**src/rtl/uart_tx_frame.sv**
```systemverilog
// Debug UART transmit datapath: free-running baud divider plus a start/data/[parity]/stop
// serialiser whose bits-remaining count (CNT) feeds the TX ready handshake stage.
module uart_tx_frame #(
    parameter int unsigned DIV    = 10416,
    parameter int unsigned PARITY = 0
) (
    input  logic        clk,
    input  logic        rst,
    input  logic        vld_tx,
    input  logic        rdy_tx,
    input  logic [7:0]  d_tx,
    output logic [15:0] fr_div,
    output logic [3:0]  CNT,
    output logic        txd,
    output logic        busy
);

    localparam int unsigned SW       = (PARITY == 0) ? 9 : 10;
    localparam logic [3:0]  CNT_LOAD = (PARITY == 0) ? 4'd9 : 4'd10;
    localparam logic [15:0] DIV_LAST = 16'(DIV - 1);

    logic [15:0]   fr_div_q, fr_div_d;
    logic [3:0]    cnt_q, cnt_d;
    logic          txd_q, txd_d;
    logic          busy_q, busy_d;
    logic [SW-1:0] shift_q, shift_d;
    logic [9:0]    shift_load;
    logic          tick;
    logic          accept;
    logic          par;

    // Handshake: a byte is taken only on a bit tick where vld_tx and rdy_tx are both high;
    // d_tx is sampled on that tick alone, and neither side may assume a transfer otherwise.
    always_comb begin
        tick     = (fr_div_q == 16'd0);
        accept   = tick && vld_tx && rdy_tx;
        par      = (PARITY == 2) ? ~^d_tx : ^d_tx;
        fr_div_d = (fr_div_q == DIV_LAST) ? 16'd0 : fr_div_q + 16'd1;

        // With no parity the extra field is a second stop-level 1 that the slice drops.
        shift_load = {1'b1, (PARITY == 0) ? 1'b1 : par, d_tx};

        txd_d   = txd_q;
        cnt_d   = cnt_q;
        shift_d = shift_q;

        // A forced accept mid-frame deliberately aborts the frame in flight.
        if (accept) begin
            txd_d   = 1'b0;
            cnt_d   = CNT_LOAD;
            shift_d = shift_load[SW-1:0];
        end else if (tick && cnt_q != 4'd0) begin
            txd_d   = shift_q[0];
            shift_d = {1'b1, shift_q[SW-1:1]};
            cnt_d   = cnt_q - 4'd1;
        end else if (tick) begin
            txd_d = 1'b1;
        end

        busy_d = (cnt_d != 4'd0);
    end

    always_ff @(posedge clk or posedge rst) begin
        if (rst) begin
            fr_div_q <= 16'd0;
            cnt_q    <= 4'd0;
            txd_q    <= 1'b1;
            busy_q   <= 1'b0;
            shift_q  <= '1;
        end else begin
            fr_div_q <= fr_div_d;
            cnt_q    <= cnt_d;
            txd_q    <= txd_d;
            busy_q   <= busy_d;
            shift_q  <= shift_d;
        end
    end

    assign fr_div = fr_div_q;
    assign CNT    = cnt_q;
    assign txd    = txd_q;
    assign busy   = busy_q;

endmodule
```
**config.mk**
```make
export PLATFORM = sky130hd
export DESIGN_NAME = uart_tx_frame
export DESIGN_NICKNAME = d
export VERILOG_FILES = /design/src/rtl/uart_tx_frame.sv
export SDC_FILE = /design/constraint.sdc
export NUM_CORES = 1
export LEC_CHECK = 0
export ABC_AREA = 1
export CAP_MARGIN = 20
export CORE_AREA = 2 2 69 58
export CTS_CLUSTER_DIAMETER = 30
export DETAILED_ROUTE_END_ITERATION = 8
export DIE_AREA = 0 0 71 60
export PLACE_DENSITY = 0.85
export SYNTH_ARGS = -nofsm -noshare
export SYNTH_HDL_FRONTEND = slang
export SYNTH_SLANG_ARGS = --single-unit
```
**constraint.sdc**
```tcl
create_clock -name clk -period 1.9 [get_ports clk]
set_input_delay 0.19 -clock clk [delete_from_list [all_inputs] [get_ports clk]]
set_output_delay 0.19 -clock clk [all_outputs]
set_load 0.05 [all_outputs]
```
==> summary.txt <==
Outcome
  – Status: completed

CTS
  – Worst-Skew Late Latency: 280 ps
  – CTS tree: yes
  – Root Driver: clkbuf_8
  – H-Tree Depth: 2
  – Setup Fix Bufs, Post-CTS: 0
  – Sink Count: 30
  – Post-CTS sizing: 0
  – TritonCTS Buffers: 5
  – Clock Pin Slew Worst Setup and Hold Paths: 60 ps
  – Maximum root-to-sink buffer count: 2
  – Hold buffer count at CTS: 0

Synth
  – EDFF count, synth: 0
  – Sequential share of the synthesized area: 43.2%
  – Post-Syn Area: 1760 µm²
  – Syn Nets: 223
  – Async SR Flop Fraction: 100%
  – Post-Synth Simple-Gate Area: 39.9%
  – Syn avg cell area: 8.48 µm²
  – Synth Warn #: 0
  – Yosys reg bits: 30
  – Compound-gate portion of the synthesized area: 3.19%
  – Yosys cell types: 28
  – Largest family of logic cells by synthesized area: simple AND/OR/NAND/NOR gates
  – Synth Flop Type: dfrtp_1
  – Post-Syn Instances: 208
  – Post-Synth XOR/XNOR Area: 4.47%
  – Adder-Cell Fraction of Synth Area: 2.13%
  – Mux contribution to synthesized area: 0%

Placed design
  – Number of port buffers: 33
  – Cell Area, Placed: 2140 µm²
  – DP Worst Slack: 258 ps
  – Placed cell count: 285
  – Gpl congestion: 0.875
  – DPL Wire Length: 2860 µm

Detailed routing
  – DRC: 0
  – Routed wire per std cell: 13.2 µm
  – Metal2 WL: 1790 µm
  – Metal-1 WL: 1740 µm
  – Via count: 1497
  – Drt pass-1 iters: 4
  – Drt total wl: 3870 µm
  – Initial drt markers: 153
  – Highest metal used: met4
  – Routed met3 length: 289 µm
  – DR vias/cell: 5.11
  – Routed Antenna Nets: 0

STA
  – Hold slack: 281 ps
  – Final period utilization: 97.9%
  – # setup viols final: 0
  – Clock Skews: 2.94 ps
  – Pins over their slew limit: 0
  – Rel. slew slack: 65.6%
  – F_max: 538 MHz
  – Setup TNS: 0 ps
  – Hold Violations, Final: 0
  – Worst-Margin Slew: 514 ps
  – Final setup margin: 40.7 ps
  – Min Tclk post-route: 1860 ps
  – RSZ-0062 raised after global routing: false

Setup path
  – CP Data Required Time: 1710 ps
  – CP delay by family, top: buffers and inverters
  – Critical Path AT: 1670 ps
  – Critical path launch point type: register
  – Crit-path max FO: 7
  – Crit path launch: fr_div[13]$_DFF_PP0_
  – Slowest stage delay, CP: 860 ps
  – Setup crit end kind: primary output
  – CP cell instances: clkdlybuf4s50_1
  – CP Class: register to primary output
  – Crit Reg-Reg Startpoint: fr_div[0]$_DFF_PP0_
  – Critical path's slowest cell: clkdlybuf4s50_1
  – Buf+Inv Stages, Crit Path: 1

Pwr
  – Switching share of power: 23.1%
  – Sw Pwr: 300 µW
  – Lkg Pwr: 1.07 nW
  – P_int: 995 µW
  – PwrDens: 579 nW/µm²
  – Max IR drop VDD: 0.000309 V
  – Clk network pwr share: 41.1%
  – Comb pwr share: 7.0%
  – Seq pwr share: 51.9%
  – Overall Power: 1.29 mW

GRT
  – Initial antenna violation count: 0
  – Number of global-route vias before repair: 1441
  – Total track usage: 19.7%
  – Gr ovfl total: 0
  – Largest net degree at the start of global routing: 31
  – Global-route wire length before repair: 6460 µm

Die
  – Die ar.: 4260 µm²
  – DIE WIDTH: 71 µm
  – Initial Util: 48.6%
  – Die Y: 60 µm
  – Rows: 20
  – IO Count: 34
  – Core box area: 3630 µm²

Cells and area
  – Share of layout cells above drive strength 1: 18.5%
  – Final instance area: 2230 µm²
  – ANT cells: 0
  – Area Growth Syn to Fin: 26.7%
  – Core Util, Final: 61.6%
  – Final Non-Filler Cells: 293
  – Final nets: 263

Worst hold path
  – Min-Delay Path Class: primary input to async pin

Flow run
  – Max cap viols: 0
==> cell usage in the layout, fill, tap and decap left out, types with 2 or more instances in the layout <==
cell	n
buf_4	2
nand2_1	33
nor2_8	2
a21oi_1	3
o21ai_0	5
clkdlybuf4s50_1	32
nand3_1	28
nor2_4	4
dfstp_2	9
nand2_4	3
clkbuf_8	6
xor2_1	5
nor2_1	29
ha_1	3
inv_2	2
nor2_2	3
dfrtp_1	21
nand4_1	9
xnor2_1	4
nor3_2	5
inv_1	25
nand2_2	6
==> final timing paths <==
path	slack, ps	cells after the start	to
worst min register to register	490	2	shift_q[5]$_DFFE_PP1P_
worst max-delay path	40	1	fr_div[13]
worst min-delay path	280	3	fr_div[0]$_DFF_PP0_
max in group asynchronous	1310	3	shift_q[0]$_DFFE_PP1P_
worst max register to register	260	9	busy$_DFF_PP0_
min in group clk	430	3	shift_q[3]$_DFFE_PP1P_
==> synthesized netlist by cell type (2+ instances only) <==
cell	number	area, µm²
inv_1	25	93.8
xnor2_1	4	35.0
a21oi_1	3	15.0
inv_2	2	7.51
xor2_1	5	43.8
nor3_2	5	50.1
nand2_4	3	33.8
nor2_2	3	18.8
nand3_1	28	140
nor2_8	2	40.0
nand4_1	9	56.3
ha_1	3	37.5
o21ai_0	5	25.0
nor2_1	29	109
dfstp_2	9	236
nor2_4	4	45.0
dfrtp_1	21	526
nand2_2	6	37.5
nand2_1	33	124
==> cell families after synthesis <==
logic type | count (synthesis)
adders and majority gates | 3
AOI/OAI and AO/OA | 10
DFF | 30
buffers and inverters | 30
xor gates and xnor gates | 9
and+or+nand+nor | 126
==> power by group through the flow <==
| stage | sequential, mW | combinational, mW | clock, mW |
|---|---|---|---|
| 2_1_floorplan | 0.693 | 0.0373 | 0 |
| 3_3_place_gp | 0.681 | 0.0896 | 0 |
| 3_5_place_dp | 0.682 | 0.0919 | 0 |
| 4_1_cts | 0.671 | 0.0921 | 0.541 |
| 5_1_grt | 0.672 | 0.101 | 0.581 |
| 6_report | 0.672 | 0.0908 | 0.532 |
==> per-layer routing <==
metal,track usage [%],up-vias
met3,5.06,7
met4,9.70,0
met1,27.0,675
met2,29.4,63
li1,-,752
met5,0,-
==> area by class of cell <==
type	instances	area [µm²]
Clock buffer	7	86.3
Clock inverter	1	5.00
Fill cell	303	1390
Inverter	29	114
Multi-Input combinational cell	148	877
Sequential cell	30	762
Tap cell	44	55.1
Timing Repair Buffer	34	335
==> sequential cells by signal, indices dropped and copies added (netlist names) <==
register	count
busy	1
txd	1
fr_div	16
CNT	4
shift_q	8
Note: power is estimated with default switching activity, not from simulation.
